File: src/rtl/fifo_pkg.sv
// fifo_pkg: shared widths, skid-buffer pointer type and helpers for the FIFO read side
package fifo_pkg;
  localparam int SKID_DEPTH = 3;
  typedef logic [1:0] skid_ptr_t;
  function automatic int cnt_w(input int depth);
    return $clog2(depth) + 1;
  endfunction
  function automatic skid_ptr_t ptr_inc(input skid_ptr_t p);
    return (p == skid_ptr_t'(SKID_DEPTH - 1)) ? '0 : p + 2'd1;
  endfunction
endpackage

File: src/rtl/fifo_rd_skid.sv
// fifo_rd_skid: 3-entry circular skid buffer absorbing the FIFO read latency
module fifo_rd_skid
  import fifo_pkg::*;
#(
  parameter int DW = 16
) (
  input  logic                 i_CLK,
  input  logic                 i_RST_n,
  input  logic                 push,
  input  logic signed [DW-1:0] din,
  input  logic                 pop,
  output logic [1:0]           occ,
  output logic signed [DW-1:0] dout
);
  logic signed [DW-1:0] mem [SKID_DEPTH];
  skid_ptr_t head, tail;
  logic pop_ok;
  assign pop_ok = pop && (occ != 2'd0);
  assign dout = mem[head];
  always_ff @(posedge i_CLK or negedge i_RST_n)
    if (!i_RST_n) begin
      head <= '0;
      tail <= '0;
      occ  <= '0;
      for (int i = 0; i < SKID_DEPTH; i++) mem[i] <= '0;
    end else begin
      if (push) begin
        mem[tail] <= din;
        tail      <= ptr_inc(tail);
      end
      if (pop_ok) head <= ptr_inc(head);
      occ <= occ + 2'(push) - 2'(pop_ok);
    end
  // The issue logic upstream must never let a capture land on a full buffer.
  a_no_overflow: assert property (@(posedge i_CLK) disable iff (!i_RST_n)
    !(push && !pop_ok && occ == 2'd3));
endmodule

File: src/rtl/fifo_stream_reader.sv
// fifo_stream_reader: underflow-safe FIFO read master feeding a valid/ready stream
// Optional o_LVL (undelivered word count) with FIFO_STREAM_READER_LVL_EN.
module fifo_stream_reader
  import fifo_pkg::*;
#(
  parameter  int DW    = 16,
  parameter  int DEPTH = 8,
  localparam int CW    = cnt_w(DEPTH)
) (
  input  logic                 i_CLK,
  input  logic                 i_RST_n,
  input  logic [CW-1:0]        i_CNTR,
  output logic                 o_REN,
  input  logic signed [DW-1:0] i_DO,
  output logic                 o_VALID,
  output logic signed [DW-1:0] o_DATA,
  input  logic                 i_READY
`ifdef FIFO_STREAM_READER_LVL_EN
  ,
  output logic [CW:0]          o_LVL
`endif
);
  logic pend;
  logic [1:0] occ;
  logic pop;
  // Reserve a buffer slot for every read in flight so captures never overflow.
  assign o_REN = i_RST_n && (i_CNTR != '0) && (({1'b0, occ} + {2'b0, pend}) < 3'(SKID_DEPTH));
  assign o_VALID = occ != 2'd0;
  assign pop = o_VALID && i_READY;
  always_ff @(posedge i_CLK or negedge i_RST_n)
    if (!i_RST_n) pend <= 1'b0;
    else pend <= o_REN;
  fifo_rd_skid #(.DW(DW)) u_skid (
    .i_CLK  (i_CLK),
    .i_RST_n(i_RST_n),
    .push   (pend),
    .din    (i_DO),
    .pop    (pop),
    .occ    (occ),
    .dout   (o_DATA)
  );
`ifdef FIFO_STREAM_READER_LVL_EN
  assign o_LVL = {1'b0, i_CNTR} + (CW + 1)'(pend) + (CW + 1)'(occ);
`endif
endmodule

File: config.mk
export PLATFORM = sky130hd
export DESIGN_NAME = fifo_stream_reader
export DESIGN_NICKNAME = d
export VERILOG_FILES = /design/src/rtl/fifo_pkg.sv /design/src/rtl/fifo_rd_skid.sv /design/src/rtl/fifo_stream_reader.sv
export SDC_FILE = /design/constraint.sdc
export NUM_CORES = 1
export LEC_CHECK = 0
export CAP_MARGIN = 20
export CORE_UTILIZATION = 50
export CTS_CLUSTER_SIZE = 24
export DETAILED_ROUTE_END_ITERATION = 6
export GPL_TIMING_DRIVEN = 0
export PLACE_DENSITY = 0.76
export SLEW_MARGIN = 20
export SYNTH_ARGS = -nofsm -noshare
export SYNTH_HDL_FRONTEND = slang
export SYNTH_SLANG_ARGS = --single-unit
export TNS_END_PERCENT = 30
File: constraint.sdc
create_clock -name i_CLK -period 2.14 [get_ports i_CLK]
set_input_delay 0.428 -clock i_CLK [delete_from_list [all_inputs] [get_ports i_CLK]]
set_output_delay 0.428 -clock i_CLK [all_outputs]
set_load 0.01 [all_outputs]
# Yosys cells after proc, flatten, opt, wreduce, memory -nomap -nowiden

Index checks and enable logic that the tools add are counted.

Register bits: 55
Bits of input ports: 23
Output and inout bits: 18
Word-level logic and storage cells: 35

$add $sub $neg: 5
Order comparisons: 4
Eq/ne operators: 2
Muxes and demuxes: 8
Bitwise operators: 2
Reduce and logical (&&, ||, !) cells: 7

Operators by type and width:

| operator                                            | number |
|---|---|
| bitwise mux 48 bit                                  | 1 |
| two-way mux 16 bit                                  | 3 |
| binary-select mux 16 bit (select 2 bit)             | 1 |
| demux 16 bit (select 2 bit)                         | 1 |
| >= comparator 3 bit (second input constant)         | 2 |
| NOT 2 -> 3 bit                                      | 2 |
| logical AND 1 bit                                   | 5 |
| adder 2 x 1 -> 2 bit (second input constant)        | 2 |
| == test 2 bit (second input constant)               | 2 |
| two-way mux 2 bit                                   | 2 |
| nonzero test 4 bit                                  | 1 |
| adder 2 x 1 -> 3 bit                                | 1 |
| < comparator 3 x 1 -> 1 bit (second input constant) | 1 |
| < comparator 3 x 2 -> 1 bit (second input constant) | 1 |
| adder 2 x 1 -> 2 bit                                | 1 |
| nonzero test 2 bit                                  | 1 |
| subtractor 2 x 1 -> 2 bit                           | 1 |

# Depth between registers and ports, before layout

Gate-level depths: netlist of run 1.

Depth in word-level cells: 6
Depth in mapped cells: 7
Depth with buffers taken out: 7

# By module

Synthesis of run 1 repeated with hierarchy kept, for this count alone.

Cell total of the unflattened synthesis: 169
Area, all modules: 2482.4 µm²

Modules (own cells, without submodules):

| module             | times used | cells each | area each (µm²) | seq. area each (µm²) |
|---|---|---|---|---|
| fifo_rd_skid       | 1          | 161        | 2399.8          | 1351.3 |
| fifo_stream_reader | 1          | 8          | 82.6            | 25.0 |

# Worst setup path after synthesis of run 1

No wires, ideal clock.

Path kind: register to output
Start point: register pend
End point: output port o_REN
Data arrival time: 1.692 ns
Required time: 1.712 ns
Path slack: 0.020 ns
Cell stages (with the launch flop): 4
Buffers on the path: 0
Cells stage by stage: dfrtp_1 -> ha_1 -> ha_1 -> a2111oi_0

Cells in the longest elaborated chain, start to end: 3

RTL lines:

| element                     | line                     | RTL |
|---|---|---|
| start, declared             | fifo_stream_reader.sv:23 | `logic pend;` |
| start signal, assigned      | fifo_stream_reader.sv:32 | `else pend <= o_REN;` |
| adder 2 x 1 -> 3 bit        | fifo_stream_reader.sv:27 | `assign o_REN = i_RST_n && (i_CNTR != '0) && (({1'b0, occ} + {2'b0, pend}) < 3'(SKID_DEPTH));` |
| < comparator 3 x 2 -> 1 bit | fifo_stream_reader.sv:27 |  |
| logical AND 1 bit           | fifo_stream_reader.sv:27 |  |
| end, declared               | fifo_stream_reader.sv:13 | `output logic o_REN,` |

No other way between the ends.

# Final worst setup path of run 1

Start point: register u_skid.head[1]
End point: output port o_DATA[15]

Cells in the longest elaborated chain, start to end: 4

RTL lines:

| element                                               | line                     | RTL |
|---|---|---|
| start, declared                                       | fifo_rd_skid.sv:16       | `skid_ptr_t head, tail;` |
| start signal, assigned                                | fifo_rd_skid.sv:31       | `if (pop_ok) head <= ptr_inc(head);` |
| NOT 2 -> 3 bit (not written as such)                  | fifo_rd_skid.sv:19       | `assign dout = mem[head];` |
| binary-select mux 16 bit (select 2 bit)               | fifo_rd_skid.sv:19       |  |
| two-way mux 16 bit (not written as such) (2 in a row) | fifo_rd_skid.sv:19       |  |
| end, declared                                         | fifo_stream_reader.sv:16 | `output logic signed [DW-1:0] o_DATA,` |

No other way between the ends. The select of a mux whose other input is x is not followed.

==> results.md, run 1 <==
* Hold Crit Class: in -> async
* Most frequent cells in the layout: dfrtp_1, mux2_2, clkdlybuf4s50_1
* Setup crit end kind: output port
* Fin. max-slew vios at 0
* Synth Warn # at 0
* Die Span Y at between 70 and 80 um
* Critical Path Fanout Max at 10
* Sw Pwr at 1.634 mW
* CP max stage delay at 370 ps
* Min Tclk post-route at roughly 2100 ps
* P_int at roughly 3.1 mW
* Drt first-iter violations at 47
* Drc violations at 0
* Worst slew pin tran at 512.0 ps
* MaxCap Viol Count at 0
* Starting Density at 52.13%
* Synthesized area at 2479 um2
* Complex-gate fraction of the synthesized area at under 10%
* Worst path required time at 1710 ps
* Multiplexer share of the synthesized area at 29.18%
* Layout cells sized above 1 at about two fifths
* Status: finished clean
* GP Congestion at 0.7172
* CTS Buf Count at 5
* # clock sinks at 55
* Die X at approximately 72 um
* Critical path's slowest cell: dfrtp_1
* Vias in the first global route at 1712
* IO Pins at just over 40
* Clk root buf: clkbuf_8
* Detailed placement HPWL at between 3 and 4 mm
* Fin crit share at around 100%
* Clock Latency Late Sink at roughly 300 ps
* I/O Buffers at 40
* Cell mode on critical path: buf_4
* Initial antenna violation count at 0
* WL per Instance at between 15 and 20 um
* Core Footprint at between 4000 and 5000 um2
* Antenna Nets Post-Route at 0
* Diodes inserted at 0
* Worst-path clk slew at ~90 ps
* Largest net degree at the start of global routing at 57
* VDD IR-drop max at between 0.0007 and 0.0008 V
* Static Leak at around 1.3 nW
* Synth Area in Adders at about 2.0%
* CP top delay family: buffers and inverters
* Synth Area in Simple Gates at between 2 and 3%
* Synthesized flop and latch total at 55
* Crit path cell chain: buf_4, nor2b_1, buf_4, buf_4, o2bb2ai_1, dlygate4sd2_1
* Worst clock skew at about 9.0 ps
* PD cells at approximately 1600 nW/um2
* Total track usage at approximately a fifth
* Site Rows at 25
* Commonest non-fill, non-tap cell in the layout: dfrtp_1
* CTS tree: done
* Post-Syn Instances at between 150 and 200
* Power share of the combinational group at 49.0%
* Final-layout fill cell count at around 370
* CTS Buffer Depth at 2
* Routed wire length at just under 5 mm
* P&R area growth vs syn at 24.38%
* # setup viols final at 0
* Crit path launch type: flop
* Slew HR at between 60% and 70%
* WP data arrival at 1660 ps
* Final worst setup slack at 55.43 ps
* Sw Share at 34.15%
* Total Die Area at 5242 um2
* First-pass GRT wire length at approximately 8.1 mm
* Share of power burned in registers at just under 40%
* H-tree lvl count at 2
* Final hold vios at 0
* Critical setup path kind: reg -> out
* Highest Clock Rate at about 480 MHz
* Part of the power in the clock network at 11.8%
* Drt pass-1 iters at 5
* Via count at 1523
* Post-Syn Nets at ~200
* Dpl ws at -459.2 ps
* Post-synthesis xor/xnor area fraction at 0.7067%
* Final-stage net count at between 200 and 250
* Synth cell types at 20
* Vias per cell at 5.325
* Seq/Total Area, Yosys at a little under three fifths
* Syn_area_per_cell at roughly 15 um2
* RSZ-0062 raised after global routing: yes
* Main combinational cell family by area after synthesis: multiplexers
* Power Total at between 4 and 5 mW
* CP bufs+invs at 4
* R2R Setup Slk at 270 ps
* Gr ovfl total at 0
-- power by group through the flow --
| stage | Clock (mW) | Sequential [mW] | Combinational, mW |
|---|---|---|---|
| 3_3_place_gp | 0 | 1.85 | 2.30 |
| 2_1_floorplan | 0 | 1.81 | 1.50 |
| 3_5_place_dp | 0 | 1.91 | 2.39 |
| 6_report | 0.566 | 1.87 | 2.34 |
| 4_1_cts | 0.575 | 1.88 | 2.41 |
| 5_1_grt | 0.618 | 1.95 | 2.54 |
-- per-stage QoR --
step           instance area, um2  cells  hold WS [ps]  setup TNS, ps  utilization (%)
2_1_floorplan                2479    169         132.4              0                -
3_3_place_gp                 2963    276         486.7         -50660            62.32
3_5_place_dp                 2960    276         493.2          -2099            62.26
4_1_cts                      3109    285         184.6              0            65.39
5_1_grt                      3083    286         99.92         -18.23            64.84
6_report                     3083    286         66.58              0            64.84
-- cell usage after synthesis --
| cell | instances | area [um2] |
|---|---|---|
| o2bb2ai_1 | 16 | 140.1 |
| buf_4 | 1 | 7.510 |
| ha_1 | 4 | 50.05 |
| nor2b_1 | 1 | 6.260 |
| a2111oi_0 | 1 | 8.760 |
| or2_2 | 1 | 6.260 |
| nand3b_2 | 2 | 22.52 |
| nor4_1 | 1 | 6.260 |
| nor2_1 | 1 | 3.750 |
| buf_2 | 5 | 25.02 |
| o21ai_0 | 2 | 10.01 |
| dfrtp_1 | 55 | 1376 |
| clkbuf_1 | 1 | 3.750 |
| xnor2_1 | 2 | 17.52 |
| buf_6 | 2 | 22.52 |
| nor3b_4 | 1 | 18.77 |
| mux2_2 | 50 | 563.0 |
| a21o_1 | 1 | 7.510 |
| inv_1 | 6 | 22.52 |
| mux2i_1 | 16 | 160.2 |
-- final timing paths --
kind,startpoint,end,depth (start not counted)
setup reg to reg,u_skid.occ[1]$_DFF_PN0_,u_skid.occ[1]$_DFF_PN0_,7
setup / recovery,u_skid.head[1]$_DFFE_PN0P_,o_DATA[15],6
hold / removal,i_RST_n,u_skid.mem[33]$_DFFE_PN0P_,1
min in group i_CLK,u_skid.mem[35]$_DFFE_PN0P_,u_skid.mem[35]$_DFFE_PN0P_,1
max in group asynchronous,i_RST_n,pend$_DFF_PN0_,1
hold reg to reg,u_skid.mem[35]$_DFFE_PN0P_,u_skid.mem[35]$_DFFE_PN0P_,1
-- flip-flops by register name (all words and copies together) (netlist names) --
signal and flops:
u_skid.mem 48, u_skid.head 2, u_skid.occ 2, pend 1, u_skid.tail 2
-- timing repair --
action,4_1_cts,5_1_grt
pin swaps,1,0
cloned,0,0
resized for setup,45,17
hold buffers,0,0
buffers inserted,2,1
setup endpoints to repair,17,12
-- metal layers --
metal | global-route usage (%) | vias to the layer above | wire (um)
met5 | 0 | - | 0
met4 | 4.793 | 0 | 48
met3 | 5.139 | 6 | 163
met2 | 40.19 | 34 | 2696
met1 | 23.50 | 770 | 1995
li1 | - | 713 | -
-- cell families after synthesis --
family,Yosys count
flip-flops,55
adder cells (fa/ha/maj),4
AND/OR/NAND/NOR,7
AO/OA/AOI/OAI,20
XOR/XNOR,2
buffers and inverters,15
multiplexers,66
-- final cells by class --
cell class / instances / area (um2) / area share [%]
Buffer: 9 / 87.58 / 2.841
Clock buffer: 6 / 82.58 / 2.679
Clock inverter: 1 / 5.005 / 0.1623
Inverter: 6 / 22.52 / 0.7305
Multi-Input combinational cell: 99 / 1052 / 34.13
Sequential cell: 55 / 1378 / 44.68
Tap cell: 67 / 83.83 / 2.719
Timing Repair Buffer: 43 / 371.6 / 12.05
Note: power is estimated with default switching activity, not from simulation.
==> inputs of run 2 (changes only) <==
- DONT_BUFFER_PORTS: unset -> 1
- PLACE_DENSITY: 0.76 -> unset
- PLACE_DENSITY_LB_ADDON: unset -> 0.1
==> run 2 against run 1 <==
- cell area down 9.0%
- clock power up 42%
- register-to-register slack worse by 40 ps
- final cell count down 13%
- critical path depth down 3
- power down 2.8%
- setup slack better by 63 ps
- utilization down 5.8 points
- first-iteration DRC count up 4.3%
- non-clock buffer count down 39
- global-route usage down 1.2 points
- combinational power down 15%
- largest cell class unchanged
- highest routed layer unchanged
==> results.md, run 2 (synthesized netlist as in run 1, its figures left out) <==
* Status: finished clean
* CTS Buffer Depth at 2 (unchanged)
* Static Leak at 1.182 nW (-11%)
* Final worst setup slack at 118.8 ps (+63.38 ps)
* Worst-path clk slew at 100 ps (about the same)
* Hold Path Origin: i_DO[0]
* Worst path required time at 1710 ps (about the same)
* Largest register by flop count: u_skid.mem
* Min Tclk post-route at 2021 ps (-63.38 ps)
* Fin. max-slew vios at 0 (unchanged)
* Clock Latency Late Sink at 310 ps (about the same)
* Die Span Y at 72.41 um (unchanged)
* Critical setup path kind: reg -> out
* Detailed placement HPWL at 3.085 mm (-8.2%)
* Final-stage net count at 207 (-16%)
* Antenna Nets Post-Route at 0 (unchanged)
* P_int at 3.069 mW (-2.6%)
* H-tree lvl count at 2 (unchanged)
* IO Pins at 41 (unchanged)
* Highest Clock Rate at 494.8 MHz (+3.1%)
* I/O Buffers at 0 (-100%)
* Drc violations at 0 (unchanged)
* MaxCap Viol Count at 0 (unchanged)
* Crit. Startpoint: pend$_DFF_PN0_
* Gr ovfl total at 0 (unchanged)
* Power share of the combinational group at 42.6% (-6.4 points)
* Slew HR at 61.55% (-4.3 points)
* Most frequent cells in the layout: dfrtp_1, mux2_2, mux2i_1
* Final hold vios at 0 (unchanged)
* Hold Crit Class: in -> reg
* Multi-input logic area at 1061 um2 (+0.83%)
* Total track usage at 19.90% (-1.2 points)
* CTS tree: done
* Drt first-iter violations at 49 (+4.3%)
* Drt pass-1 iters at 4 (-1)
* Sw Pwr at 1.582 mW (-3.2%)
* Flip-flop and latch area at 1378 um2 (unchanged)
* WP data arrival at 1590 ps (-70 ps)
* Via count at 1390 (-8.7%)
* P&R area growth vs syn at 13.23%
* Share of power burned in registers at 40.2% (+1.0 points)
* GP Congestion at 0.6510 (-9.2%)
* Starting Density at 52.13% (unchanged)
* Part of the power in the clock network at 17.2% (+5.4 points)
* Initial antenna violation count at 0 (unchanged)
* RSZ-0062 raised after global routing: no
* Setup TNS at 0 ps (unchanged)
* Power Total at 4.651 mW (-2.8%)
* # setup viols final at 0 (unchanged)
* Clk root buf: clkbuf_8
* Final-layout fill cell count at 383 (+4.1%)
* Commonest non-fill, non-tap cell in the layout: dfrtp_1
* Setup crit end kind: output port
* CTS Buf Count at 5 (unchanged)
* Worst clock skew at 7.830 ps (-1.150 ps)
* Vias in the first global route at 1574 (-8.1%)
* Routed wire length at 4.764 mm (-2.8%)
* Dpl ws at -124.7 ps (+334.5 ps)
* Core Footprint at 4755 um2 (unchanged)
* Diodes inserted at 0 (unchanged)
* Max FFs per register at 48 (unchanged)
* WL per Instance at 19.21 um (+12%)
* Largest net degree at the start of global routing at 56 (-1.8%)
* Vias per cell at 5.605 (+5.3%)
* Site Rows at 25 (unchanged)
* Worst r2r src: u_skid.occ[0]$_DFF_PN0_
* Sw Share at 34.01% (-0.15 points)
* First-pass GRT wire length at 7.624 mm (-6.0%)
* Fin crit share at 94.45% (-3.0 points)
* VDD IR-drop max at 0.0007098 V (-9.6%)
* PD cells at 1657 nW/um2 (+6.8%)
* Critical Path Fanout Max at 2 (-8)
* Layout cells sized above 1 at 43.09% (+3.4 points)
* # clock sinks at 55 (unchanged)
* Worst slew pin tran at 576.8 ps (+64.85 ps)
* Die X at 72.41 um (unchanged)
* Crit path launch type: flop
* Total Die Area at 5242 um2 (unchanged)
run 2: cell count changes in the layout (fill, tap and decap cells not counted), sizes merged, moves of 2 or more:
cell | previous run | this run
buf | 15 | 11
bufinv | 0 | 2
clkbuf | 14 | 6
clkdlybuf4s15 | 5 | 0
clkdlybuf4s50 | 22 | 0
dlygate4sd2 | 2 | 0
run 2: stage by stage:
| stage | hold slack, ps | instance area, um2 | util (%) | std cells |
|---|---|---|---|---|
| 2_1_floorplan | 132.4 | 2479 | - | 169 |
| 3_3_place_gp | 133.8 | 2562 | 53.89 | 236 |
| 3_5_place_dp | 133.7 | 2562 | 53.89 | 236 |
| 4_1_cts | 249.2 | 2768 | 58.21 | 246 |
| 5_1_grt | 236.3 | 2806 | 59.03 | 248 |
| 6_report | 261.0 | 2806 | 59.03 | 248 |
run 2: critical path, stage by stage (launching register included):
cell and delay [ps]:
dfrtp_2 420, ha_2 200, ha_4 220, a2111oi_4 440
run 2: power groups by stage:
stage / Sequential, mW / Clock, mW / Combinational [mW]
floorplan: 1.81 / 0 / 1.50
global placement: 1.85 / 0 / 1.73
detailed placement: 1.90 / 0 / 1.81
CTS: 1.88 / 0.824 / 1.92
global route: 1.93 / 0.857 / 2.15
finish: 1.87 / 0.802 / 1.98
run 2: timing repair:
action | CTS | global route
buffers inserted | 0 | 2
endpoints found under the hold margin | 55 | 0
endpoints found under the setup margin | 11 | 11
pin swaps | 1 | 1
hold buffers | 2 | 0
resized for setup | 8 | 6
run 2: path summary, 6_finish.rpt:
path,end,slack [ps],cells past startpoint
max in group asynchronous,u_skid.mem[46]$_DFFE_PN0P_,1260,2
min in group asynchronous,u_skid.occ[0]$_DFF_PN0_,630,2
hold reg to reg,u_skid.mem[32]$_DFFE_PN0P_,510,1
setup reg to reg,u_skid.occ[1]$_DFF_PN0_,230,8
setup / recovery,o_REN,120,3
hold / removal,u_skid.mem[0]$_DFFE_PN0P_,260,1
run 2: metal layers:
metal	vias to the layer above	routed length (um)	part of all wire, %	global-route usage [%]
met1	724	1964	41	22.41
met4	0	56	1.2	7.625
met3	5	217	4.6	5.833
met2	28	2525	53	35.51
met5	-	0	0	0
li1	633	-	-	-
run 2: area by class of cell:
type                       count  share of cell area [%]
buffer                         9                   2.586
tap                           67                   2.987
timing repair buffer           4                   1.872
clock inverter                 3                   2.407
inverter                       6                  0.8025
sequential                    55                   49.09
clock buffer                   5                   2.452
multi-input combinational     99                   37.81
==> inputs of run 3 (changes only) <==
- GPL_TIMING_DRIVEN: 0 -> unset
==> run 3 against run 2 <==
- combinational power decreased by 3%
- clock-buffer cell count is 3 higher
- hold slack better by 9.3 ps
- largest power group unchanged
- highest routed layer unchanged
==> results.md, run 3 (synthesized netlist as in run 1, its figures left out) <==
* Gr ovfl total at 0 (unchanged)
* # clock sinks at 55 (unchanged)
* Worst reg2reg path endpoint: u_skid.occ[1]$_DFF_PN0_
* P_int at 2.874 mW (-6.4%)
* Drt first-iter violations at 56 (+14%)
* Max FFs per register at 48 (unchanged)
* Sw Share at 34.60% (+0.60 points)
* Die X at 72.41 um (unchanged)
* Starting Density at 52.13% (unchanged)
* R2R cell count at 8 (unchanged)
* Layout cells sized above 1 at 40.78% (-2.3 points)
* First-pass GRT wire length at 7.155 mm (-6.2%)
* I/O Buffers at 0 (unchanged)
* Final Cell Area at 2740 um2 (-2.4%)
* Minimum hold slack at 270.3 ps (+9.299 ps)
* CTS Buf Count at 5 (unchanged)
* Vias per cell at 5.618 (+0.23%)
* Worst clock skew at 5.953 ps (-1.877 ps)
* Drt pass-1 iters at 4 (unchanged)
* WHS Endpoint: u_skid.mem[15]$_DFFE_PN0P_
* Fin crit share at 94.74% (+0.29 points)
* Vias in the first global route at 1466 (-6.9%)
* WL per Instance at 18.24 um (-5.0%)
* Setup crit end kind: output port
* Clock Latency Late Sink at 290 ps (-20 ps)
* Hold depth at 1 (unchanged)
* CP top delay family: adder cells
* # setup viols final at 0 (unchanged)
* Slew HR at 63.31% (+1.8 points)
* Part of the power in the clock network at 13.6% (-3.6 points)
* Detailed placement HPWL at 2.924 mm (-5.2%)
* Static Leak at 1.162 nW (-1.6%)
* Initial antenna violation count at 0 (unchanged)
* Hold Path Origin: i_DO[15]
* Worst path required time at 1710 ps (about the same)
* Critical Path Fanout Max at 2 (unchanged)
* Power share of the combinational group at 44.0% (+1.4 points)
* R2R Setup Slk at 270 ps (+40 ps)
* Worst-path clk slew at 90 ps (about the same)
* Site Rows at 25 (unchanged)
* GP Congestion at 0.6780 (+4.1%)
* M3 GR Usage at 6.111% (+0.28 points)
* Sw Pwr at 1.520 mW (-3.9%)
* Worst slew pin tran at 547.4 ps (-29.42 ps)
* Hold Crit Class: in -> reg
* Total track usage at 18.55% (-1.4 points)
* Crit path launch type: flop
* Share of power burned in registers at 42.4% (+2.2 points)
* Power Total at 4.394 mW (-5.5%)
* Cells after DPL at 235 (-0.42%)
* Routed wire length at 4.487 mm (-5.8%)
* P&R area growth vs syn at 10.55%
* PD cells at 1604 nW/um2 (-3.2%)
* Largest net degree at the start of global routing at 56 (unchanged)
* IO Pins at 41 (unchanged)
* Commonest non-fill, non-tap cell in the layout: dfrtp_1
* VDD IR-drop max at 0.0005972 V (-16%)
* H-tree lvl count at 2 (unchanged)
* Drc violations at 0 (unchanged)
* CP max stage delay at 390 ps (-50 ps)
* Final hold vios at 0 (unchanged)
* WP data arrival at 1600 ps (about the same)
* Critical path's slowest cell: dfrtp_1
* Die Span Y at 72.41 um (unchanged)
* CP bufs+invs at 1 (+1)
* CTS Buffer Depth at 2 (unchanged)
* Critical setup path kind: reg -> out
* Post-DP Area at 2564 um2 (about the same)
* Crit path cell chain: ha_1, ha_4, a2111oi_4, buf_4
* Layer with the highest usage: met2
* Grt met2 use at 31.05% (-4.5 points)
* Highest Clock Rate at 493.2 MHz (-0.31%)
* Largest register by flop count: u_skid.mem
* Min Tclk post-route at 2027 ps (+6.239 ps)
* Via count at 1382 (-0.58%)
* Met1 Resource Use GR at 22.93% (+0.52 points)
* Clk root buf: clkbuf_8
* Final-stage net count at 205 (-0.97%)
* Non-Filler Instances at 246 (-0.81%)
* Setup TNS at 0 ps (unchanged)
* Fin. max-slew vios at 0 (unchanged)
* Total Die Area at 5242 um2 (unchanged)
* Most frequent cells in the layout: dfrtp_1, mux2_2, mux2i_1, o2bb2ai_1, buf_4
* Diodes inserted at 0 (unchanged)
* MaxCap Viol Count at 0 (unchanged)
* CTS tree: done
* RSZ-0062 raised after global routing: no
* Core Footprint at 4755 um2 (unchanged)
* Antenna Nets Post-Route at 0 (unchanged)
* CP Depth at 4 (+1)
* Worst r2r src: u_skid.occ[0]$_DFF_PN0_
* Status: finished clean
## run 3: worst reg2reg max path, stage by stage, from the launching register on
cell and delay, ps:
dfrtp_1 390, buf_4 140, o21ai_0 340, inv_1 90, ha_1 290, inv_1 40, ha_1 180, xnor2_1 200
xnor2_1 140
## run 3: timing repair
item / in CTS / in global routing
setup endpoints to repair: 1 / 1
resized for setup: 2 / 2
hold buffers: 2 / 0
buffers inserted: 1 / 0
endpoints found under the hold margin: 55 / 0
pin swaps: 1 / 0
## run 3: how the worst max path moves through the flow
stage | to | from
after global placement | o_REN | u_skid.occ[0]$_DFF_PN0_
after CTS | o_REN | pend$_DFF_PN0_
after detailed placement | o_REN | u_skid.occ[0]$_DFF_PN0_
final | o_REN | pend$_DFF_PN0_
after global routing | o_REN | pend$_DFF_PN0_
after floorplan | o_REN | pend$_DFF_PN0_
## run 3: routing by layer
| layer | vias to the layer above | wire (um) |
|---|---|---|
| li1 | 628 | - |
| met1 | 724 | 1917 |
| met2 | 26 | 2289 |
| met3 | 4 | 235 |
| met4 | 0 | 44 |
| met5 | - | 0 |
## run 3: area by class of cell
type                            instances  area (um2)
Timing Repair Buffer                   11       105.1
Clock buffer                            8       100.1
Multi-Input combinational cell         99        1052
Inverter                                6       22.52
Tap cell                               67       83.83
Sequential cell                        55        1376
Fill cell                             394        2014
## run 3: per-stage QoR
stage	util, %	setup slack (ps)
global route	57.63	43.77
floorplan	-	19.54
global placement	53.92	300.2
finish	57.63	112.6
CTS	57.11	3.511
detailed placement	53.92	235.6
## run 3: power by group through the flow
| stage | Clock, mW | Sequential [mW] | Combinational [mW] |
|---|---|---|---|
| 2_1_floorplan | 0 | 1.81 | 1.50 |
| 3_3_place_gp | 0 | 1.84 | 1.77 |
| 3_5_place_dp | 0 | 1.89 | 1.85 |
| 4_1_cts | 0.624 | 1.86 | 1.92 |
| 5_1_grt | 0.666 | 1.94 | 2.08 |
| 6_report | 0.598 | 1.86 | 1.93 |
==> RTL edit, RTL diff (config.mk and constraints of run 2) <==
The package constant `SKID_DEPTH` goes from 3 to 6.
--- a/src/rtl/fifo_pkg.sv
+++ b/src/rtl/fifo_pkg.sv
@@ -1,5 +1,5 @@
 // fifo_pkg: shared widths, skid-buffer pointer type and helpers for the FIFO read side
 package fifo_pkg;
-  localparam int SKID_DEPTH = 3;
+  localparam int SKID_DEPTH = 6;
   typedef logic [1:0] skid_ptr_t;
   function automatic int cnt_w(input int depth);
Behaviour: not the same (Yosys sat finds a counterexample within 4 cycles, from zero or initial values and one cycle with i_RST_n low).
==> RTL edit against run 2 <==
  * Sequential share of layout area grew 1.4 points
  * Cell area grew 25%
  * Sequential power grew 4%
  * Power shrank 3.7%
  * First-iteration DRC count grew 41%
  * Non-clock buffer count shrank 1
  * Highest routed layer unchanged
  * Wire length grew 25%
  * Setup slack lost 43 ps
  * Sequential cell count grew 16
  * Area after synthesis grew 29%
==> RTL edit: results (changes against run 2) <==
- DR pass1 iterations: 4 (unchanged)
- Max FFs per register: 64 (+33%)
- Worst slew pin tran: 606.3 ps (+29.47 ps)
- CTS H-tree lvls: 3 (+1)
- DPL Wire Length: 3998 µm (+30%)
- HP Start: i_DO[2]
- Initial antenna violation count: 0 (unchanged)
- Nets@finish: 221 (+6.8%)
- Worst clock skew: 7.482 ps (-0.3484 ps)
- Clk Latency, worst-skew pair: 340 ps (+30 ps)
- Worst min path class: in -> reg
- Pleak: 1.507 nW (+28%)
- Synth cell count leaders: dfrtp_1, mux2_2, mux4_2
- Maximum vdd drop: 0.6029 mV (-15%)
- CTS clk-pin slew, worst paths: 80 ps (-20 ps)
- Iteration-0 DRC Markers: 69 (+41%)
- CTS Sinks: 71 (+29%)
- Ys async rst share: 100.0% (unchanged)
- WP data arrival: 1640 ps (+50 ps)
- Area after DPL: 0.003293 mm² (+29%)
- Synth unique cells: 22 (+10%)
- Launch point of the worst path: u_skid.head[0]
- Global-route wire length before repair: 9280 µm (+22%)
- Total wire length: 5978 µm (+25%)
- Post-Syn Nets: 208 (+6.1%)
- GP Congestion: 0.6838 (+5.0%)
- Total GRT Usage: 19.95% (+0.048 points)
- DP Cell Count: 257 (+8.9%)
- Vias per cell: 5.789 (+3.3%)
- Share of cells above drive strength 1: 55.50% (+12 points)
- Yosys Warn Count: 0 (unchanged)
- Grt ovf: 0 (unchanged)
- Largest cells by area after synthesis: dfrtp_1, mux2_2, mux4_2
- Num CTS Buffers: 9 (+4)
- Total number of vias: 1592 (+15%)
- Post-synthesis sequential area ratio: 55.53% (about the same)
- Reg-to-Reg Start: pend
- Cells after Synth: 182 (+7.7%)
- Largest register by flop count: u_skid.mem
- Status: finished clean
- Number of global-route vias before repair: 1786 (+13%)
- Max FO, Critical Path: 10 (+8)
- Filler cells: 471 (+23%)
- Pin count of the biggest net entering global routing: 72 (+29%)
- Area delta synth->final: 10.01%
## RTL edit: changes by cell type in the layout (fill, tap and decap cells not counted), sizes merged, moves of 7 or more
cell,run 2,this run
dfrtp,55,71
mux4,0,16
o2bb2ai,16,0
clkbuf,6,13
mux2i,16,0
mux2,50,64
## RTL edit: worst max-delay path, cell delays in order, from the launching register on
cell and delay (ps):
dfrtp_1 350, buf_6 190, buf_8 190, mux4_2 570
## RTL edit: worst paths after layout
kind                                   to  slack, ps  depth (start not counted)
max in group asynchronous  u_skid.mem[56]       1230                          2
min                        u_skid.mem[82]        230                          1
min reg2reg                u_skid.mem[55]        510                          1
min in group asynchronous   u_skid.occ[1]        620                          2
max reg2reg                u_skid.mem[83]        400                          4
max                             o_DATA[3]         80                          3
## RTL edit: area by class of cell
| type | instances | share of cell area (%) |
|---|---|---|
| clock buffer | 12 | 4.408 |
| inverter | 2 | 0.2133 |
| tap | 75 | 2.666 |
| multi-input combinational | 99 | 37.50 |
| sequential | 71 | 50.48 |
| clock inverter | 4 | 0.5688 |
| buffer | 10 | 3.093 |
| timing repair buffer | 2 | 1.066 |
## RTL edit: cells by family (layout without fill, tap and decap cells)
family          count (synthesis)  count (layout)  synth area share, %
buf+inv                        12              30                3.207
mux                            80              80                34.96
fa+ha+maj                       3               3                1.173
simple gates                    9               9                3.325
flops                          71              71                55.53
compound gates                  3               3               0.7039
xor+xnor                        4               4                1.095
## RTL edit: power breakdown
part / internal [mW] / leakage, nW / switching (mW) / total (mW)
combinational: 0.915 / 0.577 / 0.668 / 1.58
clock: 0.477 / 0.0959 / 0.481 / 0.957
sequential: 1.73 / 0.834 / 0.208 / 1.94
total: 3.12 / 1.51 / 1.36 / 4.48
## RTL edit: what timing repair did
| item | CTS | global route |
|---|---|---|
| setup endpoints to repair | 8 | 8 |
| hold buffers | 2 | 0 |
| gates cloned | 0 | 0 |
| endpoints found under the hold margin | 71 | 0 |
| resized for setup | 2 | 2 |
## RTL edit: through the flow
stage / hold WS (ps) / power (mW) / setup WS, ps
final: 225.3 / 4.478 / 75.47
after CTS: 215.7 / 4.531 / 2.017
after global routing: 207.3 / 4.737 / 12.27
after detailed placement: 133.9 / 3.520 / 289.1
after floorplan: 132.4 / 3.226 / 456.4
after global placement: 134.3 / 3.425 / 287.9
## RTL edit: metal layers
layer	vias to the layer above	GRT usage, %	wire (µm)
met5	-	0	0
met4	0	7.368	81
met3	8	7.000	389
met2	35	33.88	3084
met1	846	23.20	2422
li1	703	-	-
